--- src/rtl/tmds_channel_decoder.sv ---
// TMDS receive channel: finds 10-bit symbol alignment via control tokens and
// deserializer bitslip, then decodes aligned words into video bytes or control bits.
module tmds_channel_decoder #(
    parameter int LOCK_COUNT    = 16,
    parameter int SEARCH_WINDOW = 4096,
    parameter int SLIP_WAIT     = 4,
    parameter int LOSS_WINDOW   = 1 << 20
) (
    input  logic       pixel_clk,
    input  logic       rst_n,
    input  logic [9:0] raw_word,
    output logic       bitslip,
    output logic [3:0] slip_count,
    output logic       locked,
    output logic       de,
    output logic [7:0] data_out,
    output logic [1:0] ctrl_out
);

    localparam int RUN_W  = (LOCK_COUNT    > 1) ? $clog2(LOCK_COUNT)    : 1;
    localparam int WIN_W  = (SEARCH_WINDOW > 1) ? $clog2(SEARCH_WINDOW) : 1;
    localparam int WAIT_W = (SLIP_WAIT     > 1) ? $clog2(SLIP_WAIT)     : 1;
    localparam int LOSS_W = (LOSS_WINDOW   > 1) ? $clog2(LOSS_WINDOW)   : 1;

    localparam logic [RUN_W-1:0]  RUN_LAST  = RUN_W'(LOCK_COUNT - 1);
    localparam logic [WIN_W-1:0]  WIN_LAST  = WIN_W'(SEARCH_WINDOW - 1);
    localparam logic [WAIT_W-1:0] WAIT_LAST = WAIT_W'(SLIP_WAIT - 1);
    localparam logic [LOSS_W-1:0] LOSS_LAST = LOSS_W'(LOSS_WINDOW - 1);

    typedef enum logic [1:0] {
        ST_SEARCH,
        ST_SLIP_WAIT,
        ST_LOCKED
    } state_t;

    state_t            state_q;
    logic [RUN_W-1:0]  run_cnt_q;
    logic [WIN_W-1:0]  win_cnt_q;
    logic [WAIT_W-1:0] wait_cnt_q;
    logic [LOSS_W-1:0] loss_cnt_q;
    logic              bitslip_q;
    logic [3:0]        slip_q;
    logic              locked_q;
    logic              de_q;
    logic [7:0]        data_q;
    logic [1:0]        ctrl_q;

    logic              is_token_d;
    logic [1:0]        token_d;
    logic [7:0]        inv_d;
    logic [7:0]        video_d;

    // NOTE: every signal written here gets a default first, so no path can leave it
    // unassigned and infer a latch.
    always_comb begin
        is_token_d = 1'b1;
        token_d    = 2'b00;
        case (raw_word)
            10'h354: token_d = 2'b00;
            10'h0AB: token_d = 2'b01;
            10'h154: token_d = 2'b10;
            10'h2AB: token_d = 2'b11;
            default: is_token_d = 1'b0;
        endcase
    end

    // bit9 marks an inverted payload, bit8 selects XOR (1) or XNOR (0) chaining.
    always_comb begin
        inv_d      = raw_word[9] ? ~raw_word[7:0] : raw_word[7:0];
        video_d    = 8'h00;
        video_d[0] = inv_d[0];
        for (int i = 1; i < 8; i++) begin
            video_d[i] = raw_word[8] ? (inv_d[i] ^ inv_d[i-1]) : ~(inv_d[i] ^ inv_d[i-1]);
        end
    end

    // NOTE: all state, including outputs, updates with non-blocking assignments so every
    // read in this block sees the pre-edge value regardless of statement order.
    always_ff @(posedge pixel_clk or negedge rst_n) begin
        if (!rst_n) begin
            state_q    <= ST_SEARCH;
            run_cnt_q  <= '0;
            win_cnt_q  <= '0;
            wait_cnt_q <= '0;
            loss_cnt_q <= '0;
            bitslip_q  <= 1'b0;
            slip_q     <= 4'd0;
            locked_q   <= 1'b0;
            de_q       <= 1'b0;
            data_q     <= 8'h00;
            ctrl_q     <= 2'b00;
        end else begin
            bitslip_q <= 1'b0;
            case (state_q)
                ST_SEARCH: begin
                    if (is_token_d && run_cnt_q == RUN_LAST) begin
                        // Lock beats a simultaneous window expiry; the locking token is decoded.
                        state_q    <= ST_LOCKED;
                        locked_q   <= 1'b1;
                        ctrl_q     <= token_d;
                        de_q       <= 1'b0;
                        data_q     <= 8'h00;
                        loss_cnt_q <= '0;
                        run_cnt_q  <= '0;
                        win_cnt_q  <= '0;
                    end else if (win_cnt_q == WIN_LAST) begin
                        bitslip_q  <= 1'b1;
                        slip_q     <= (slip_q == 4'd9) ? 4'd0 : slip_q + 4'd1;
                        wait_cnt_q <= '0;
                        state_q    <= ST_SLIP_WAIT;
                    end else begin
                        win_cnt_q <= win_cnt_q + WIN_W'(1);
                        run_cnt_q <= is_token_d ? run_cnt_q + RUN_W'(1) : '0;
                    end
                end
                ST_SLIP_WAIT: begin
                    if (wait_cnt_q == WAIT_LAST) begin
                        state_q    <= ST_SEARCH;
                        win_cnt_q  <= '0;
                        run_cnt_q  <= '0;
                        wait_cnt_q <= '0;
                    end else begin
                        wait_cnt_q <= wait_cnt_q + WAIT_W'(1);
                    end
                end
                ST_LOCKED: begin
                    if (is_token_d) begin
                        loss_cnt_q <= '0;
                        de_q       <= 1'b0;
                        data_q     <= 8'h00;
                        ctrl_q     <= token_d;
                    end else if (loss_cnt_q == LOSS_LAST) begin
                        state_q    <= ST_SEARCH;
                        locked_q   <= 1'b0;
                        de_q       <= 1'b0;
                        data_q     <= 8'h00;
                        ctrl_q     <= 2'b00;
                        loss_cnt_q <= '0;
                        win_cnt_q  <= '0;
                        run_cnt_q  <= '0;
                    end else begin
                        loss_cnt_q <= loss_cnt_q + LOSS_W'(1);
                        de_q       <= 1'b1;
                        data_q     <= video_d;
                    end
                end
                default: state_q <= ST_SEARCH;
            endcase
        end
    end

    assign bitslip    = bitslip_q;
    assign slip_count = slip_q;
    assign locked     = locked_q;
    assign de         = de_q;
    assign data_out   = data_q;
    assign ctrl_out   = ctrl_q;

endmodule

--- config.mk ---
export PLATFORM = sky130hd
export DESIGN_NAME = tmds_channel_decoder
export DESIGN_NICKNAME = d
export VERILOG_FILES = /design/src/rtl/tmds_channel_decoder.sv
export SDC_FILE = /design/constraint.sdc
export NUM_CORES = 1
export LEC_CHECK = 0
export CAP_MARGIN = 20
export CORE_UTILIZATION = 60
export CTS_BUF_LIST = sky130_fd_sc_hd__clkbuf_4 sky130_fd_sc_hd__clkbuf_8
export CTS_CLUSTER_DIAMETER = 120
export CTS_CLUSTER_SIZE = 12
export DETAILED_ROUTE_END_ITERATION = 10
export PLACE_DENSITY = 0.8
export SLEW_MARGIN = 20
export SYNTH_ARGS = -nofsm -noshare
export SYNTH_HDL_FRONTEND = slang
export SYNTH_SLANG_ARGS = --single-unit
export TNS_END_PERCENT = 50
--- constraint.sdc ---
create_clock -name pixel_clk -period 3.6 [get_ports pixel_clk]
set_clock_uncertainty 0.15 [all_clocks]
set_input_delay 1.08 -clock pixel_clk [delete_from_list [all_inputs] [get_ports pixel_clk]]
set_output_delay 1.08 -clock pixel_clk [all_outputs]
set_load 0.05 [all_outputs]
-- Yosys cells after proc, flatten, opt, wreduce, memory -nomap -nowiden
Cells that the tools add are included.
- register bits after elaboration: 57
- bits of input ports: 12
- logic and storage cells: 121
- add/subtract/negate cells: 5
- eq/ne operators: 20
- multiplexer cells: 56
- bitwise gates (word level): 16
- reductions and logical operators: 13
- operators with widths (kind ; number):
    $mux W12 ; 5
    $mux W20 ; 3
    $pmux W20 S2 ; 1
    $pmux W12 S3 ; 1
    $mux W8 ; 4
    $mux W4 ; 7
    $add A20 B1 Y20 const B ; 1
    $eq A10 B10 Y1 const B ; 2
    $eq A20 B20 Y1 const B ; 1
    $mux W2 ; 10
    $mux W1 ; 17
    $pmux W8 S2 ; 1
    $add A12 B1 Y12 const B ; 1
    $eq A12 B12 Y1 const B ; 1
    $ne A2 B2 Y1 const B ; 6
    $pmux W2 S3 ; 2
    $pmux W4 S3 ; 1
    $eq A10 B8 Y1 const B ; 1
    $eq A10 B9 Y1 const B ; 1
    $ne A3 B3 Y1 const B ; 3
    $reduce_and A3 Y1 ; 3
    $add A4 B1 Y4 const B ; 2
    $eq A4 B4 Y1 const B ; 2
    $not A1 Y1 ; 8
    15 further kinds ; 26

-- Logic depth before layout (Yosys ltp)
- depth after elaboration: 8
- gate-level depth with buffers: 9
- gate-level depth less buffers: 7

-- Worst setup path before layout
No wires, ideal clock.
- kind: input-to-reg
- start point: input port raw_word[8]
- end point: register data_q[0] (netlist: data_out[0])
- setup time: 0.121 ns
- arrival time: 3.166 ns
- required time: 3.329 ns
- slack: 0.163 ns
- stages on the path: 8
- cell sequence: buf_2 > or4b_1 > or4_4 > a21oi_2 > nor2_2 > buf_2 > clkbuf_1 > a22o_1
- cells in the longest elaborated chain, start to end: 6
- RTL lines (what ; RTL line ; text):
    from (decl) ; 11 ; input logic [9:0] raw_word,
    $eq A10 B10 Y1, or another cell as far along ; 58 ; case (raw_word)
    $reduce_or A4 Y1 (no line) * ; -- ;
    $mux W1 * ; 58 ;
    $logic_and A1 B1 Y1 ; 96 ; if (is_token_d && run_cnt_q == RUN_LAST) begin
    $ne A2 B2 Y1 (no line) ; -- ;
    $reduce_and A2 Y1 (no line) ; -- ;
    to (signal assigned) ; 144 ; data_q <= video_d;
    to (decl) ; 45 ; logic [7:0] data_q;
Mark *: on every way between the ends. The rest lies on a longest branch, timed or not.
A chain may end at the register's enable or synchronous reset.

-- Worst setup path after layout
- start point: input port raw_word[4]
- end point: register loss_cnt_q[5]
- cells in the longest elaborated chain, start to end: 6
- RTL lines (what ; RTL line ; text):
    $eq A10 B10 Y1, or another cell as far along ; 58 ;
    $reduce_or A4 Y1 (no line) * ; -- ;
    $mux W1 * ; 58 ;
    $logic_and A1 B1 Y1 ; 96 ;
    $ne A2 B2 Y1 (no line) ; -- ;
    $reduce_and A2 Y1 (no line) ; -- ;
    to (signal assigned) ; 142 ; loss_cnt_q <= loss_cnt_q + LOSS_W'(1);
    to (decl) ; 40 ; logic [LOSS_W-1:0] loss_cnt_q;
Marked as above.

==> results.json <==
{
  "cts_setup_buffers": 0,
  "htreeDepth": 3,
  "max_stage_delay_ns": 0.59,
  "p_int_mw": 1.16,
  "antenna_found_initial": 0,
  "worstMarginPinSlew_ns": 0.744,
  "met2_length_mm": 3.79,
  "cts.path.max_buffers": 2,
  "fin_crit_ns": 3.45,
  "synth_top_family_by_area": "simple AND/OR/NAND/NOR gates",
  "start_util_pct": 63.0,
  "top_layer": "met4",
  "status": "completed",
  "synth_seq_cells": 57,
  "hold_class": "reg -> reg",
  "m1WireLength_mm": 3.36,
  "synth_area_sq_um": 3240,
  "cts_buffers": 9,
  "synth_xor_area_share_pct": 5.68,
  "synth_top_flop_cell": "dfrtp_1",
  "critical_path_arrival_ns": 3.55,
  "clock-root-buffer": "clkbuf_8",
  "max_slew_margin_pct": 49.9,
  "synthAdderAreaFrac_pct": 2.70,
  "drc_errors": 0,
  "num_antenna_cells": 0,
  "crit_required_ns": 3.71,
  "cts_tree": "yes",
  "yosysSeqAreaShare_pct": 44.0,
  "worst_slack_ns": 0.153,
  "ys_types": 56,
  "ant_nets": 0,
  "maxSlewViolCount": 0,
  "crit_chain": "clkdlybuf4s50_1 > or4b_1 > or4_4 > a21oi_2 > nor2_2 > buf_4 > or3_1 > a21oi_1",
  "path_delay_family": "simple AND/OR/NAND/NOR gates",
  "clock_latency_ns": 0.33,
  "cts_hold_buf": 0,
  "finalPower_mw": 1.50,
  "io_pins": 29,
  "finalSetupViolCount": 0,
  "powerDensity_nw_per_um2": 375,
  "synth-simple-area-share_pct": 21.8,
  "crit_fanout": 4,
  "cts.clk_slew.worst_paths_ns": 0.06,
  "place.detailed.hpwl_mm": 5.35,
  "crit_buf_inv": 2,
  "synthCells": 336,
  "hold_viol": 0,
  "cp-end-kind": "flop",
  "grt_pass1_wl_mm": 12.6,
  "area_growth_pct": 23.9,
  "synth.top_cell.area_share_pct": 44.0,
  "wl_mm": 7.56,
  "p_sw_mw": 0.340,
  "pre_cts_ws_ns": -0.183,
  "synthTopCellsByArea": "dfrtp_1 44%, o21ai_0 3.9%, nor2_1 3.4%",
  "die_h_microns": 75.5,
  "cellLeakagePower_nw": 1.71,
  "critPathLaunchType": "primary input",
  "fin_nets": 406,
  "synth_fp_nets": 355,
  "port_buffers": 28,
  "synthMuxAreaShare_pct": 1.39,
  "core.rowCount": 26,
  "core_area_sq_um": 5140,
  "hold_ws_ns": 0.351,
  "p_sw_share_pct": 22.6,
  "wl_met3_microns": 329,
  "synth_compound_area_share_pct": 21.2,
  "clkPwrFrac_pct": 46.2,
  "wl_per_cell_microns": 16.4,
  "cpMaxStageDelayCell": "or4b_1",
  "gp_congestion": 0.879,
  "grt_start_max_net_pins": 30,
  "yosysTopAreaCell": "dfrtp_1",
  "worstSetupPathType": "in -> reg",
  "fin_crit_sh_pct": 95.7,
  "viasPerCell": 6.12,
  "dr.pass1.iters": 7,
  "grt_usage_pct": 29.3,
  "power_frac_comb_pct": 9.8,
  "drv_cap": 0,
  "synth-edff-count": 0,
  "drt_iter0_markers": 181,
  "seqPwrFrac_pct": 44.0,
  "syn_area_per_cell_sq_um": 9.64,
  "die_x_microns": 75.5,
  "ir_worst_vdd_v": 0.000263,
  "fp.dieArea_sq_um": 5690,
  "grt_pass1_vias": 2764,
  "via_count": 2826,
  "grt_overflow_total": 0,
  "ys_top_cells_by_count": "57 x dfrtp_1, 29 x nor2_1, 25 x o21ai_0",
  "final_cells": 462,
  "drive_gt1_share_pct": 16.3,
  "clock_sinks": 57,
  "post_cts_resized": 0,
  "rsz0062_at_grt": "no",
  "dp.cells": 446,
  "fmax_mhz": 290,
  "yosysMostFrequentCell": "dfrtp_1",
  "synth_warnings": 0,
  "async_reset_ff_share_pct": 100
}
[layer usage]
layer	up-vias	global-route usage, %
li1	1350	-
met1	1389	37.4
met2	78	49.6
met3	9	4.89
met4	0	12.3
met5	-	0
[logic make-up after synthesis]
group | count (synthesis)
simple gates | 128
buf+inv | 24
mux | 4
fa+ha+maj | 7
flops | 57
compound gates | 95
xor+xnor | 21
[layout by cell type (no fill, tap or decap), types with 2 or more instances in the layout]
cell type / n
buf_4: 24
mux2_2: 4
o21bai_1: 2
or3_1: 6
ha_1: 7
nand4_1: 8
clkbuf_4: 3
nand4b_1: 2
or4_1: 2
bufinv_16: 2
a22o_1: 12
nor2_1: 29
nor3_1: 9
a31oi_1: 2
nand2b_1: 4
xor2_1: 12
nor3b_1: 2
inv_1: 9
nand3_1: 14
dfrtp_1: 57
xnor2_1: 9
o31ai_1: 14
nor4_1: 2
and2_1: 5
a21oi_1: 15
buf_12: 3
a32o_1: 2
a211oi_1: 2
o211ai_1: 4
nand3b_1: 5
o41ai_2: 2
o21ai_0: 25
nor2b_1: 6
and3_1: 6
o31ai_2: 4
nand2_1: 18
clkbuf_8: 11
clkdlybuf4s50_1: 27
[flip-flops by register name, indices dropped and copies added, names as in the netlist]
signal      count
win_cnt_q      12
data_out        8
ctrl_out        2
locked          1
de              1
slip_count      4
loss_cnt_q     20
wait_cnt_q      2
state_q         2
run_cnt_q       4
bitslip         1
[layout make-up]
class | count | area, sq um
multi-input combinational | 255 | 1710
sequential | 57 | 1430
tap | 70 | 87.6
timing repair buffer | 55 | 515
fill | 376 | 1130
clock buffer | 14 | 174
clock inverter | 2 | 60.1
inverter | 9 | 33.8
[path summary, 6_finish.rpt]
check                      slack, ns  cells past startpoint                      start                   endpoint
setup / recovery                0.15                      8                raw_word[4]  loss_cnt_q[5]$_DFFE_PN0P_
hold / removal                  0.35                      2             de$_DFFE_PN0P_             de$_DFFE_PN0P_
setup reg to reg                0.74                      7  loss_cnt_q[1]$_DFFE_PN0P_  win_cnt_q[11]$_DFFE_PN0P_
hold reg to reg                 0.35                      2             de$_DFFE_PN0P_             de$_DFFE_PN0P_
max in group asynchronous       2.08                      2                      rst_n     state_q[1]$_DFFE_PN0P_
min in group asynchronous       0.63                      1                      rst_n   win_cnt_q[4]$_DFFE_PN0P_
[power groups by stage]
stage / clock network (mW) / registers, mW / logic [mW]
floorplan: 0 / 0.721 / 0.0320
global placement: 0 / 0.674 / 0.145
detailed placement: 0 / 0.673 / 0.148
CTS: 0.708 / 0.662 / 0.148
global route: 0.729 / 0.664 / 0.156
finish: 0.695 / 0.662 / 0.147
[worst reg2reg max path, cell delays in order, from the launching register on]
cell and delay, ns:
dfrtp_1 0.40, ha_1 0.23, inv_1 0.05, or2_0 0.37, nor4_4 0.39, a31oi_2 0.17
or4b_4 0.62, o41ai_1 0.36
[stage by stage]
stage,utilization (%),setup TNS [ns],area (sq um)
global placement,73.4,-2.25,3770
floorplan,-,0,3240
global route,78.0,0,4010
detailed placement,73.4,-3.61,3770
finish,78.0,0,4010
CTS,77.9,0,4010
No activity file was read; power rests on OpenSTA's default activity.
